<file path="config.mk">
export PLATFORM = sky130hd
export DESIGN_NAME = bdiv
export DESIGN_NICKNAME = d
export VERILOG_FILES = /design/src/rtl/bdiv.sv
export SDC_FILE = /design/constraint.sdc
export NUM_CORES = 1
export LEC_CHECK = 0
export BUFFER_PORTS_ARGS = -buffer_cell sky130_fd_sc_hd__buf_4
export CORE_MARGIN = 1.5
export CORE_UTILIZATION = 45
export DETAILED_ROUTE_END_ITERATION = 7
export PLACE_DENSITY_LB_ADDON = 0.25
export SETUP_SLACK_MARGIN = 0.4
export SLEW_MARGIN = 20
export SYNTH_ARGS = -nofsm -noshare
export SYNTH_HDL_FRONTEND = slang
export SYNTH_SLANG_ARGS = --single-unit
</file>
<file path="constraint.sdc">
create_clock -name clk -period 6.08 [get_ports clk]
set_clock_uncertainty 0.2 [all_clocks]
set_input_delay 1.216 -clock clk [delete_from_list [all_inputs] [get_ports clk]]
set_output_delay 1.216 -clock clk [all_outputs]
set_load 0.005 [all_outputs]
</file>
<file path="src/rtl/bdiv.sv">
// Sequential restoring divider: 16.16 unsigned dividend by 8.8 unsigned
// divisor gives an 8.8 quotient and a 16-bit remainder. One quotient bit
// is produced per ITER cycle, MSB first. Divide-by-zero and quotient
// overflow are caught up front so the iterative loop is never entered
// for a result that cannot fit.
module bdiv (
  input  logic       clk,
  input  logic       rst,
  input  logic [7:0] a_int1,
  input  logic [7:0] a_int2,
  input  logic [7:0] a_dec1,
  input  logic [7:0] a_dec2,
  input  logic [7:0] b_int,
  input  logic [7:0] b_dec,
  input  logic       in_rdy,
  output logic [7:0] q_int,
  output logic [7:0] q_dec,
  output logic [7:0] r_hi,
  output logic [7:0] r_lo,
  output logic       res_rdy,
  output logic       busy,
  output logic       dz,
  output logic       ovf
);

  typedef enum logic [1:0] {IDLE, CHECK, ITER, DONE} state_t;

  state_t      state;
  state_t      state_nxt;

  logic [15:0] op_hi;   // dividend integer half, seeds the partial remainder
  logic [15:0] op_lo;   // dividend fraction half, shifted out MSB first
  logic [15:0] op_d;    // divisor
  logic [16:0] pr;      // partial remainder
  logic [14:0] q_acc;   // quotient bits gathered so far
  logic [3:0]  cnt;     // iteration step 0..15
  logic [17:0] step;    // {quotient bit, next partial remainder}
  logic        err_dz;
  logic        err_ovf;

  // One restoring step: shift the next dividend bit in, subtract the
  // divisor when it fits, and report whether it did.
  function automatic logic [17:0] div_step(input logic [16:0] rem,
                                           input logic        din,
                                           input logic [15:0] dvs);
    logic [17:0] sh;
    sh = {rem, din};
    if (sh >= {2'b00, dvs})
      div_step = {1'b1, 17'(sh - {2'b00, dvs})};
    else
      div_step = {1'b0, sh[16:0]};
  endfunction

  assign step = div_step(pr, op_lo[15], op_d);

  // State register.
  always_ff @(posedge clk or posedge rst) begin
    if (rst)
      state <= IDLE;
    else
      state <= state_nxt;
  end

  // Next-state selection and error classification of the captured operands.
  always_comb begin
    state_nxt = state;
    err_dz    = 1'b0;
    err_ovf   = 1'b0;
    case (state)
      IDLE:  if (in_rdy) state_nxt = CHECK;
      CHECK: begin
        if (op_d == 16'd0) begin
          err_dz    = 1'b1;
          state_nxt = DONE;
        end else if (op_hi >= op_d) begin
          // Quotient would need more than 16 bits.
          err_ovf   = 1'b1;
          state_nxt = DONE;
        end else begin
          state_nxt = ITER;
        end
      end
      ITER:  if (cnt == 4'd15) state_nxt = DONE;
      DONE:  state_nxt = IDLE;
      default: state_nxt = IDLE;
    endcase
  end

  // Operand capture, iteration datapath and result/flag registers.
  always_ff @(posedge clk or posedge rst) begin
    if (rst) begin
      op_hi   <= '0;
      op_lo   <= '0;
      op_d    <= '0;
      pr      <= '0;
      q_acc   <= '0;
      cnt     <= '0;
      q_int   <= '0;
      q_dec   <= '0;
      r_hi    <= '0;
      r_lo    <= '0;
      dz      <= 1'b0;
      ovf     <= 1'b0;
      res_rdy <= 1'b0;
      busy    <= 1'b0;
    end else begin
      res_rdy <= 1'b0;
      case (state)
        IDLE: begin
          if (in_rdy) begin
            op_hi <= {a_int1, a_int2};
            op_lo <= {a_dec1, a_dec2};
            op_d  <= {b_int, b_dec};
            busy  <= 1'b1;
          end
        end
        CHECK: begin
          pr    <= {1'b0, op_hi};
          q_acc <= '0;
          cnt   <= '0;
          if (err_dz || err_ovf) begin
            {q_int, q_dec} <= 16'hFFFF;
            {r_hi, r_lo}   <= 16'h0000;
            dz             <= err_dz;
            ovf            <= err_ovf;
            res_rdy        <= 1'b1;
          end
        end
        ITER: begin
          pr    <= step[16:0];
          q_acc <= {q_acc[13:0], step[17]};
          op_lo <= {op_lo[14:0], 1'b0};
          cnt   <= cnt + 4'd1;
          if (cnt == 4'd15) begin
            // Remainder is always below the divisor, so 16 bits suffice.
            {q_int, q_dec} <= {q_acc, step[17]};
            {r_hi, r_lo}   <= step[15:0];
            dz             <= 1'b0;
            ovf            <= 1'b0;
            res_rdy        <= 1'b1;
          end
        end
        DONE: busy <= 1'b0;
        default: busy <= 1'b0;
      endcase
    end
  end

endmodule

</file>
# Word level (Yosys, flattened, before mapping)
# Cells that the tools add are included.
# totals
output_inout_bits	36
regBits	122
inputBits	51
elab_cells	73
rom_bits	0
ramBits	0
mem_count	0
latchBits	0
# classes
multipliers	0
shifts	0
magnitude_cmp	2
n_reduce_logical	11
add_sub_neg	2
mux	36
n_eq_ne	7
n_div	0
bitwise	0
# ops
cell	n
8-bit one-hot mux with 2 select lines	4
8-bit two-way mux	6
17-bit one-hot mux with 2 select lines	1
16-bit one-hot mux with 2 select lines	1
15-bit one-hot mux with 2 select lines	1
18-bit by 16-bit >= comparator with 1-bit output	1
18-bit two-way mux	1
17-bit by 16-bit subtractor with 17-bit output	1
16-bit >= comparator	1
16-bit zero test	1
16-bit two-way mux	1
1-bit two-way mux	13
1-bit one-hot mux with 2 select lines	4
2-bit one-hot mux with 4 select lines	1
4-bit one-hot mux with 2 select lines	1
2-bit AND reduction	4
2-bit != test, second input constant	3
2-bit nonzero test	3
4-bit by 1-bit adder with 4-bit output, second input constant	1
2-bit == test, second input constant	2
4-bit == test, second input constant	1
2-bit two-way mux	2
3-bit AND reduction	1
2-bit by 1-bit == test with 1-bit output, second input constant	1
2 further kinds	2

# Longest topological paths before layout
# Gate-level depths: netlist of the first run.
# logic_depth
ltp_word	7
mapped_depth	11
depth_no_buf	10

# Worst setup path after synthesis of the first run
# No wires, ideal clock.
# synth_timing
path_type	reg-to-reg
from	reg op_d[0]
to	reg pr[12]
setup_slack_ns	3.379
path_buffers	1
t_arrival_ns	2.359
synth_period_minus_slack_ns	2.701
t_required_ns	5.738
stages_incl_launch_ff	11
setup_ns	0.142
path_cell_list	dfrtp_1 ha_1 fa_1 nand2b_1 a211oi_2 o31ai_4 a31oi_4 nand2b_4 buf_6 mux2i_1 o221ai_1
# synth_between
elab_chain_len	3
word_cells_on_any_way	4
classes_between	add/sub: 1; order compare: 1; mux: 2
# synth_lines
item	line_no	rtl
start: declaration	33	logic [15:0] op_d;
start signal: assignment	113	op_d <= {b_int, b_dec};
17-bit by 16-bit subtractor with 17-bit output / 18-bit by 16-bit >= comparator with 1-bit output (equally long branches)	49, 48	
18-bit two-way mux *	48	if (sh >= {2'b00, dvs})
17-bit one-hot mux with 2 select lines *	108	case (state)
end signal: assignment	118	pr <= {1'b0, op_hi};
end signal: assignment	130	pr <= step[16:0];
end: declaration	34	logic [16:0] pr;
# Every way passes the cells marked *; elsewhere a longest branch is shown, timed or not.
# A chain may end at the register's enable or synchronous reset.

# Worst setup path after layout of the first run
# layout_timing
from	reg state[0]
to	reg q_int[2]
# layout_between
elab_chain_len	5
word_cells_on_any_way	10
classes_between	eq/ne: 4; mux: 3; reduce/logical: 3
# layout_lines
item	line_no	rtl
start: declaration	28	state_t state;
start signal: assignment	61	state <= state_nxt;
2-bit by 1-bit == test with 1-bit output	69, 108	
1-bit two-way mux	69	case (state)
1-bit logical OR	121	if (err_dz || err_ovf) begin
2-bit != test (no line)	n/a	
3-bit AND reduction (no line)	n/a	
end signal: assignment	136	{q_int, q_dec} <= {q_acc, step[17]};
end: declaration	16	output logic [7:0] q_int,
# Several ways; a longest one is shown, not always the timed one.

==> results.md, run 1 <==
* Final worst path period share at between 60% and 70%
* Die width at 124.2 um
* Post-CTS Hold Buffers at 0
* # resized after CTS at 0
* Vias in the first global route at 5106
* Dominant cell type by area after synthesis: dfrtp_1
* Routed len/inst at around 17 um
* Final Hold Violating Endpoints at 0
* Largest net degree at the start of global routing at 74
* Sw Ratio at 43.17%
* Total number of vias at 4904
* DRC errors left at 0
* H-tree depth at 4
* CTS tree: done
* Worst hold start: op_lo[9]
* Status: finished clean
* Worst R2R End: q_int[2]
* Slew HR at a little under two fifths
* Critical path arrival at 4060 ps
* Largest cells by area after synthesis: dfrtp_1 46%, ha_1 7.0%, mux2_2 6.0%
* Clock tree buffer depth at 2
* Postcts setup bufs at 0
* Worst-margin pin slew at 942.9 ps
* Critical Path RT at 6180 ps
* Detailed Place HPWL at 10490 um
* All-Layer GR Usage at between 20% and 30%
* Num CTS Buffers at 17
* Seq cells post-synth at ~120
* Syn Inst Count at 609
* Syn_nets at 698
* Final WL at 15200 um
* Sequential share of power at approximately a quarter
* Crit path time final at 3954 ps
* Commonest register cell after synthesis: dfrtp_1
* CORE AREA at around 14000 um^2
* Hold path depth at 2
* Pleak at about 3.6 nW
* Syn_area_per_cell at 10.85 um^2
* Clock group share of total power at 18.2%
* Power density cells at about 680 nW/um^2
* Max-slew violation count at 0
* Synth async-reset ratio at 100.0%
* R2R cell count at 6
* Worst-path fanout max at 41
* RR Startpoint: state[0]
* Crit. End Element: register
* Final setup TNS at 0 ps
* Root Driver: clkbuf_16
* Sw Pwr at about 2.3 mW
* GP Congestion at 0.9240
* Number of synthesized flops with an enable pin at 0
* Worst Hold End: op_lo[9]
* Setup CP Type: register to register
* Clk slew on worst S/H paths at 60 ps
* Max-cap violations at 0
* Worst VDD drop at about 310 uV
* Vias per inst at 5.554
* Pwr Total at 5.352 mW
* RSZ-0062 raised after global routing: no
* Flop-to-flop setup slack at 2130 ps
* Clock latency on the worst-skew pair at 420 ps
* CTS Sinks at about 120
* First-pass GRT wire length at 25030 um
* YS warnings at 0
* Top-area cell type share of the netlist area at 46.19%
* Placed cell areas at 7340 um^2
* Die area at around 15000 um^2
* I/O Buffers at 86
* Area grow syn2layout at 19.78%
* Initial antenna violation count at 0
* Placed Cells at 852
* Initial DRC count at 292
* Remaining Overflow, GRT at 0
* Netlist cell types at 67
* Worst hold path class: register to register
* Internal power at 3.041 mW
* Post-Syn Area at 6609 um^2
* Critical Path Start Type: register
* Fmax at 252.9 MHz
* Initial core utilization at a little under half
* Ant diodes at 0
* # setup viols final at 0
* Ratio of cells with drive above 1 in the final layout at approximately 28%
* Die H at 124.2 um
* Non-filler cells, final at 883
* Post-route cell area at between 7000 and 8000 um^2
* Drt pass-1 iters at 5
* Combinational fraction of design power at approximately 55%
* Final ANT Viol Nets at 0
* Ports at 87
* Core Rows at 44
* Sequential cell area fraction in the yosys report at a little under half
* Net count, final at 776
## worst max-delay path, cell delays in order (launching register included)
cell	delay, ps
dfrtp_1	420
inv_1	130
ha_2	830
inv_1	680
a31oi_1	610
a221o_4	540
mux2_2	400
## worst max-delay path by stage
| stage | start | end | slack [ps] |
|---|---|---|---|
| global route | state[0] | q_int[2] | 1890 |
| global placement | state[0] | q_int[2] | 2320 |
| detailed placement | state[0] | q_int[2] | 2160 |
| finish | state[0] | q_int[2] | 2130 |
| floorplan | rst | busy | 1420 |
| CTS | state[0] | q_int[2] | 2140 |
## synth_stat cells, drive strengths merged, types with 2 or more instances
library cell,n
dfrtp,122
a21boi,2
a211o,2
nor3b,2
a21o,5
nor2,12
xnor2,9
and2,3
mux2i,22
clkbuf,18
o221ai,11
buf,12
o31ai,2
o21ai,44
and3,2
nand2,51
nor4,4
nor2b,11
or2,2
nor3,13
o22ai,17
nand3,14
a31oi,10
mux2,47
o211ai,2
xor2,2
o2bb2ai,17
ha,37
nand2b,7
a211oi,3
o21a,5
or3,2
inv,51
a21oi,27
nand4,6
## placed cells by master, fill, tap and decap left out, drive strengths merged, types with 9 or more instances in the layout
cell type,count
o21ai,44
o2bb2ai,17
a21oi,27
nor2,12
nand3,14
buf,89
inv,52
ha,37
mux2,47
dfrtp,122
xnor2,9
o22ai,17
nand2,51
clkbuf,22
nor3,13
o221ai,11
a31oi,10
nor2b,11
mux2i,22
## power by group through the flow
stage	Sequential (mW)	Combinational, mW	Clock [mW]
3_5_place_dp	1.42	2.94	0
4_1_cts	1.41	2.96	0.989
6_report	1.41	2.97	0.975
3_3_place_gp	1.41	2.83	0
5_1_grt	1.45	3.28	1.03
2_1_floorplan	1.33	2.37	0
## area by class of cell
class | instances | area, um^2
fill | 1288 | 6507
multi-input combinational | 405 | 3193
sequential | 122 | 3053
timing repair buffer | 89 | 668.1
clock buffer | 22 | 484.2
tap | 184 | 230.2
inverter | 52 | 197.7
clock inverter | 9 | 90.09
## logic make-up (layout without fill, tap and decap cells)
group	after synthesis	count (layout)	synth area share, %
mux	69	69	12.02
buf+inv	82	172	5.566
fa+ha+maj	38	38	7.308
simple gates	131	131	9.996
compound gates	156	156	17.46
xor+xnor	11	11	1.458
flops	122	122	46.19
## per-stage QoR
step / utilization, % / hold slack [ps] / worst slack (ps)
global route: 54.88 / 312.3 / 1892
global placement: 50.88 / 263.6 / 2315
finish: 54.88 / 275.9 / 2126
detailed placement: 50.88 / 271.3 / 2162
floorplan: - / 249.6 / 1421
CTS: 54.87 / 284.8 / 2139
## registers in the layout, indices dropped and copies added, names as in the netlist
signal	flops
state	2
pr	17
op_d	16
op_hi	16
ovf	1
dz	1
res_rdy	1
q_acc	15
r_lo	8
busy	1
r_hi	8
op_lo	16
q_dec	8
q_int	8
cnt	4
## per-layer routing
metal  wire [um]  up-vias  GRT usage [%]
li1            -     2351              -
met1        6859     2401          27.46
met2        7298      120          33.59
met3         579       32          4.625
met4         464        0          11.22
met5           0        -              0
Note: power is estimated with default switching activity, not from simulation.
==> run 2: changes to the inputs <==
==> constraint.sdc (replaced) <==
create_clock -name clk -period 3.35 [get_ports clk]
set_clock_uncertainty 0.2 [all_clocks]
set_input_delay 0.67 -clock clk [delete_from_list [all_inputs] [get_ports clk]]
set_output_delay 0.67 -clock clk [all_outputs]
set_load 0.005 [all_outputs]
==> run 2 against run 1 <==
  * Final area up 5.0%
  * Routed wire length grew 5.4%
  * Flip-flop and latch count unchanged
  * Global-route usage grew 0.58 points
  * Via count rose by 2.2%
  * Non-clock buffer count up 18
  * Die area unchanged
  * Clock power is 90% higher
==> results.md, run 2 (synthesis gave the netlist of run 1 again) <==
* Clock group share of total power at 17.2%
* Status: finished clean
* Crit. End Element: register
* Internal power at 6.195 mW
* All-Layer GR Usage at 21.87%
* Final ANT Viol Nets at 0
* Critical Path Start Type: register
* Placed cell areas at 7426 um^2
* Final worst path period share at 86.29%
* Area grow syn2layout at 25.73%
* Setup CP Type: register to register
* Clk slew on worst S/H paths at 60 ps
* Fillers at 1269
* Post-route cell area at 8309 um^2
* Root Driver: clkbuf_16
* Die width at 124.2 um
* # setup viols final at 0
* Remaining Overflow, GRT at 0
* Pre-CTS setup slack at 275.2 ps
* Largest net degree at the start of global routing at 59
* Core Rows at 44
* RSZ-0062 raised after global routing: yes
* Sw Ratio at ~42%
* Final Hold Violating Endpoints at 0
* Vias in the first global route at 5160
* CTS Sinks at approximately 120
* Pwr Total at 10.77 mW
* Initial antenna violation count at 0
* CORE AREA at 14420 um^2
* Final WL at 16020 um
* Worst hold path class: input pin to async pin
* Num CTS Buffers at 17
* Max-cap violations at 0
* Initial DRC count at 371
* Routed len/inst at 17.72 um
* Total number of vias at 5013
* Initial core utilization at 45.82%
* GP Congestion at 0.9274
* Clock tree buffer depth at 2
* Worst VDD drop at 613.9 uV
* Die H at 124.2 um
* Final Core Density at 57.61%
* Ratio of cells with drive above 1 in the final layout at about 33%
* Commonest non-fill, non-tap cell in the layout: dfrtp_1
* Largest Register: pr
* Critical Path RT at 3450 ps
* Vias per inst at 5.545
* H-tree depth at 4
* Ant diodes at 0
* Drt pass-1 iters at 4
* Critical path arrival at 2990 ps
* Net count, final at 797
* Multi-input gate area at 3362 um^2
* Final Worst Setup Slack at 459.4 ps
* CTS tree: done
* Crit path time final at about 2900 ps
* Max-slew violation count at 0
* Pleak at 3.716 nW
* Max FFs per register at 17
* Detailed Place HPWL at 11030 um
* Clock latency on the worst-skew pair at 410 ps
* Sw Pwr at 4.571 mW
* Worst-path fanout max at 6
* Fmax at between 300 and 400 MHz
* Ports at 87
* DRC errors left at 0
* Worst-margin pin slew at between 800 and 900 ps
* I/O Buffers at 86
* Combinational fraction of design power at about 59%
* First-pass GRT wire length at roughly 26000 um
* Power density cells at 1296 nW/um^2
* Most frequent cells in the layout: 122 x dfrtp_1, 102 x buf_4, 51 x nand2_1
* Final setup TNS at 0 ps
* Die area at 15420 um^2
* Slew HR at 41.15%
* Post-CTS Hold Buffers at 0
* Sequential share of power at 23.9%
* Register Area at between 3000 and 4000 um^2
[run 2: cell count changes in the layout (fill, tap and decap cells not counted), moves of 2 or more]
| cell | previous run | this run |
|---|---|---|
| nand2b_4 | 1 | 3 |
| mux2i_2 | 0 | 2 |
| clkinv_4 | 1 | 3 |
| mux2i_1 | 22 | 17 |
| a221o_2 | 0 | 2 |
| buf_12 | 0 | 4 |
| a211oi_4 | 0 | 2 |
| mux2i_4 | 0 | 3 |
| a21oi_1 | 25 | 21 |
| buf_4 | 89 | 102 |
| a21oi_2 | 2 | 6 |
[run 2: cell type report]
class,count,area share [%]
Multi-Input combinational cell,408,40.46
Sequential cell,122,36.74
Timing Repair Buffer,107,10.31
Clock buffer,22,5.948
Tap cell,184,2.771
Inverter,52,2.394
Clock inverter,9,1.370
[run 2: metal layers]
layer	global-route usage (%)	wire length [um]
met1	28.89	7108
met3	4.304	644
met4	7.813	311
met5	0	0
met2	35.82	7950
[run 2: power groups by stage]
stage          logic, mW  clock network, mW  registers (mW)
6_report            6.34               1.85            2.57
3_3_place_gp        5.27                  0            2.56
5_1_grt             6.99               1.95            2.65
2_1_floorplan       4.31                  0            2.42
3_5_place_dp        5.41                  0            2.58
4_1_cts             5.62               1.88            2.56
[run 2: critical path, cell delays in order, from the launching register on]
cell	delay, ps
dfrtp_1	370
inv_1	80
ha_1	310
a21oi_2	190
o21ai_2	110
or4_4	500
o22ai_4	250
buf_12	150
a221o_2	280
mux2_4	330
[run 2: stage by stage]
step	cells	hold WS [ps]
after CTS	895	20.09
final	904	20.79
after global routing	904	27.53
after floorplan	609	249.6
after detailed placement	860	280.1
after global placement	860	263.5
[run 2: what timing repair did]
action	CTS	global route
pin swaps	1	7
endpoints found under the setup margin	41	47
buffers inserted	2	8
resized for setup	3	31
gates cloned	2	1
[run 2: worst paths after layout]
check	start	to	slack [ps]	depth (start not counted)
setup / recovery	op_d[13]	q_int[5]	460	9
setup reg to reg	op_d[13]	q_int[5]	460	9
hold / removal	rst	op_hi[12]	20	2
hold reg to reg	op_lo[11]	op_lo[11]	290	2
max in group asynchronous	rst	op_lo[5]	2220	3
min in group clk	a_int1[4]	op_hi[12]	290	2
==> run 3: changes to the inputs <==
==> constraint.sdc (replaced) <==
create_clock -name clk -period 2.4 [get_ports clk]
set_clock_uncertainty 0.2 [all_clocks]
set_input_delay 0.48 -clock clk [delete_from_list [all_inputs] [get_ports clk]]
set_output_delay 0.48 -clock clk [all_outputs]
set_load 0.005 [all_outputs]
==> run 3 against run 2 <==
  * Critical path type unchanged
  * Final cell count grew 13%
  * The flow now finishes with violations (negative setup slack)
  * Clock power up 39%
  * Routed wire length rose by 13%
  * Power up 69%
  * Global-route usage up 3.0 points
  * Largest cell class unchanged
  * Sequential power grew 37%
  * Critical endpoint is now r_lo[3]
  * Highest routed layer unchanged
  * Worst setup slack worse by 820 ps
==> results.md, run 3 (synthesis gave the netlist of run 1 again) <==
* Status: complete, but fails checks
* Failing checks: negative setup slack
* GP Congestion at 0.8801
* Initial DRC count at 421
* Pleak at 4.339 nW
* Initial antenna violation count at 0
* Total number of vias at 5530
* Worst-margin pin slew at a little under 500 ps
* Clock tree buffer depth at 2
* Crit. End Element: register
* Hold WS at 86.51 ps
* Vias in the first global route at 5728
* Final Worst Setup Slack at -363.3 ps
* Most frequent cells in the layout: 202 x buf_4, 120 x dfrtp_1, 50 x nand2_1
* Num CTS Buffers at 17
* Worst Hold End: op_hi[1]
* CTS Sinks at 122
* H-tree depth at 4
* Critical Path Start Type: register
* Vias per inst at 5.406
* Worst VDD drop at 886.0 uV
* Final worst path period share at 115.1%
* R2R cell count at 11
* Largest Register: pr
* # setup viols final at 54
* Final setup TNS at -15470 ps
* Routed len/inst at between 15 and 20 um
* Final Hold Violating Endpoints at 0
* Die width at 124.2 um
* Worst hold path class: input pin to register
* Clock latency on the worst-skew pair at approximately 420 ps
* Critical Path RT at 2510 ps
* Detailed Place HPWL at 12260 um
* Ratio of cells with drive above 1 in the final layout at 47.44%
* Worst R2R End: r_lo[3]
* Initial core utilization at 45.82%
* Power density cells at 1913 nW/um^2
* Final WL at 18150 um
* RR Startpoint: op_d[0]
* Area grow syn2layout at 44.06%
* Net count, final at 915
* Drt pass-1 iters at 4
* Fmax at 361.9 MHz
* Max-slew violation count at 0
* Critical path arrival at roughly 2900 ps
* Crit path time final at 2763 ps
* I/O Buffers at 86
* Worst hold start: a_int2[1]
* Largest net degree at the start of global routing at 41
* Setup CP Type: register to register
* Fillers at 1129
* Max FFs per register at 17
* Root Driver: clkbuf_16
* Commonest non-fill, non-tap cell in the layout: buf_4
* Die area at 15420 um^2
* DRC errors left at 0
* Remaining Overflow, GRT at 0
* Slew HR at 67.63%
* RSZ-0062 raised after global routing: yes
* Die H at roughly 120 um
* Ports at 87
* CTS tree: done
* Clk slew on worst S/H paths at about 60 ps
* Core Rows at 44
* Flop-to-flop setup slack at -360 ps
* All-Layer GR Usage at 24.84%
* Hold path depth at 2
* CORE AREA at about 14000 um^2
* Worst-path fanout max at 10
* Pwr Total at 18.22 mW
* Ant diodes at 0
* Max-cap violations at 0
* Final ANT Viol Nets at 0
* First-pass GRT wire length at around 29000 um
[run 3: area by class of cell]
cell class	count	area [um^2]	share of cell area, %
clock buffer	19	452.9	4.758
clock inverter	13	142.6	1.498
inverter	52	202.7	2.129
multi-input combinational	408	3578	37.59
sequential	122	3055	32.09
tap	184	230.2	2.418
timing repair buffer	225	1858	19.52
[run 3: worst max path at each step]
| stage | startpoint | end | slack [ps] |
|---|---|---|---|
| floorplan | op_d[0] | pr[12] | -210 |
| CTS | op_d[0] | r_hi[4] | -330 |
| global placement | op_d[0] | pr[14] | -320 |
| detailed placement | op_d[0] | r_hi[4] | -390 |
| global route | op_d[0] | r_lo[3] | -440 |
| finish | op_d[0] | r_lo[3] | -360 |
[run 3: through the flow]
step           cells  worst slack, ps  instance area [um^2]  utilization [%]
6_report        1023           -363.3                  9520            66.00
5_1_grt         1023           -436.1                  9520            66.00
4_1_cts         1010           -331.7                  9240            64.06
3_5_place_dp     960           -387.8                  8247            57.17
3_3_place_gp     960           -315.2                  8247            57.17
2_1_floorplan    609           -211.2                  6635                -
[run 3: power by group]
group	switching [mW]	internal [mW]	leakage, nW	total [mW]
registers	0.606	2.91	1.50	3.52
logic	5.78	6.35	2.56	12.1
clock network	0.988	1.59	0.278	2.57
total	7.37	10.8	4.34	18.2
[run 3: layer usage]
layer | track usage, % | up-vias | part of all wire (%)
li1 | - | 2643 | -
met1 | 31.52 | 2726 | 43
met2 | 41.24 | 128 | 51
met3 | 5.311 | 33 | 4.1
met4 | 10.16 | 0 | 2.8
met5 | 0 | - | 0
[run 3: worst max-delay path: stages, from the launching register on]
cell and delay (ps):
dfrtp_2 440, ha_4 180, fa_2 340, nand2b_4 160, a211oi_4 310, o31ai_4 100, a31oi_4 230, buf_6 180
nor3_1 50, a31oi_1 250, buf_4 170, o2bb2ai_2 50
[run 3: repair_timing]
| item | in CTS | in global routing |
|---|---|---|
| hold endpoints to repair | 14 | 0 |
| resized for setup | 54 | 47 |
| buffers inserted | 13 | 13 |
| cloned | 4 | 0 |
| endpoints found under the setup margin | 95 | 111 |
| pin swaps | 13 | 10 |
| hold buffers | 1 | 0 |
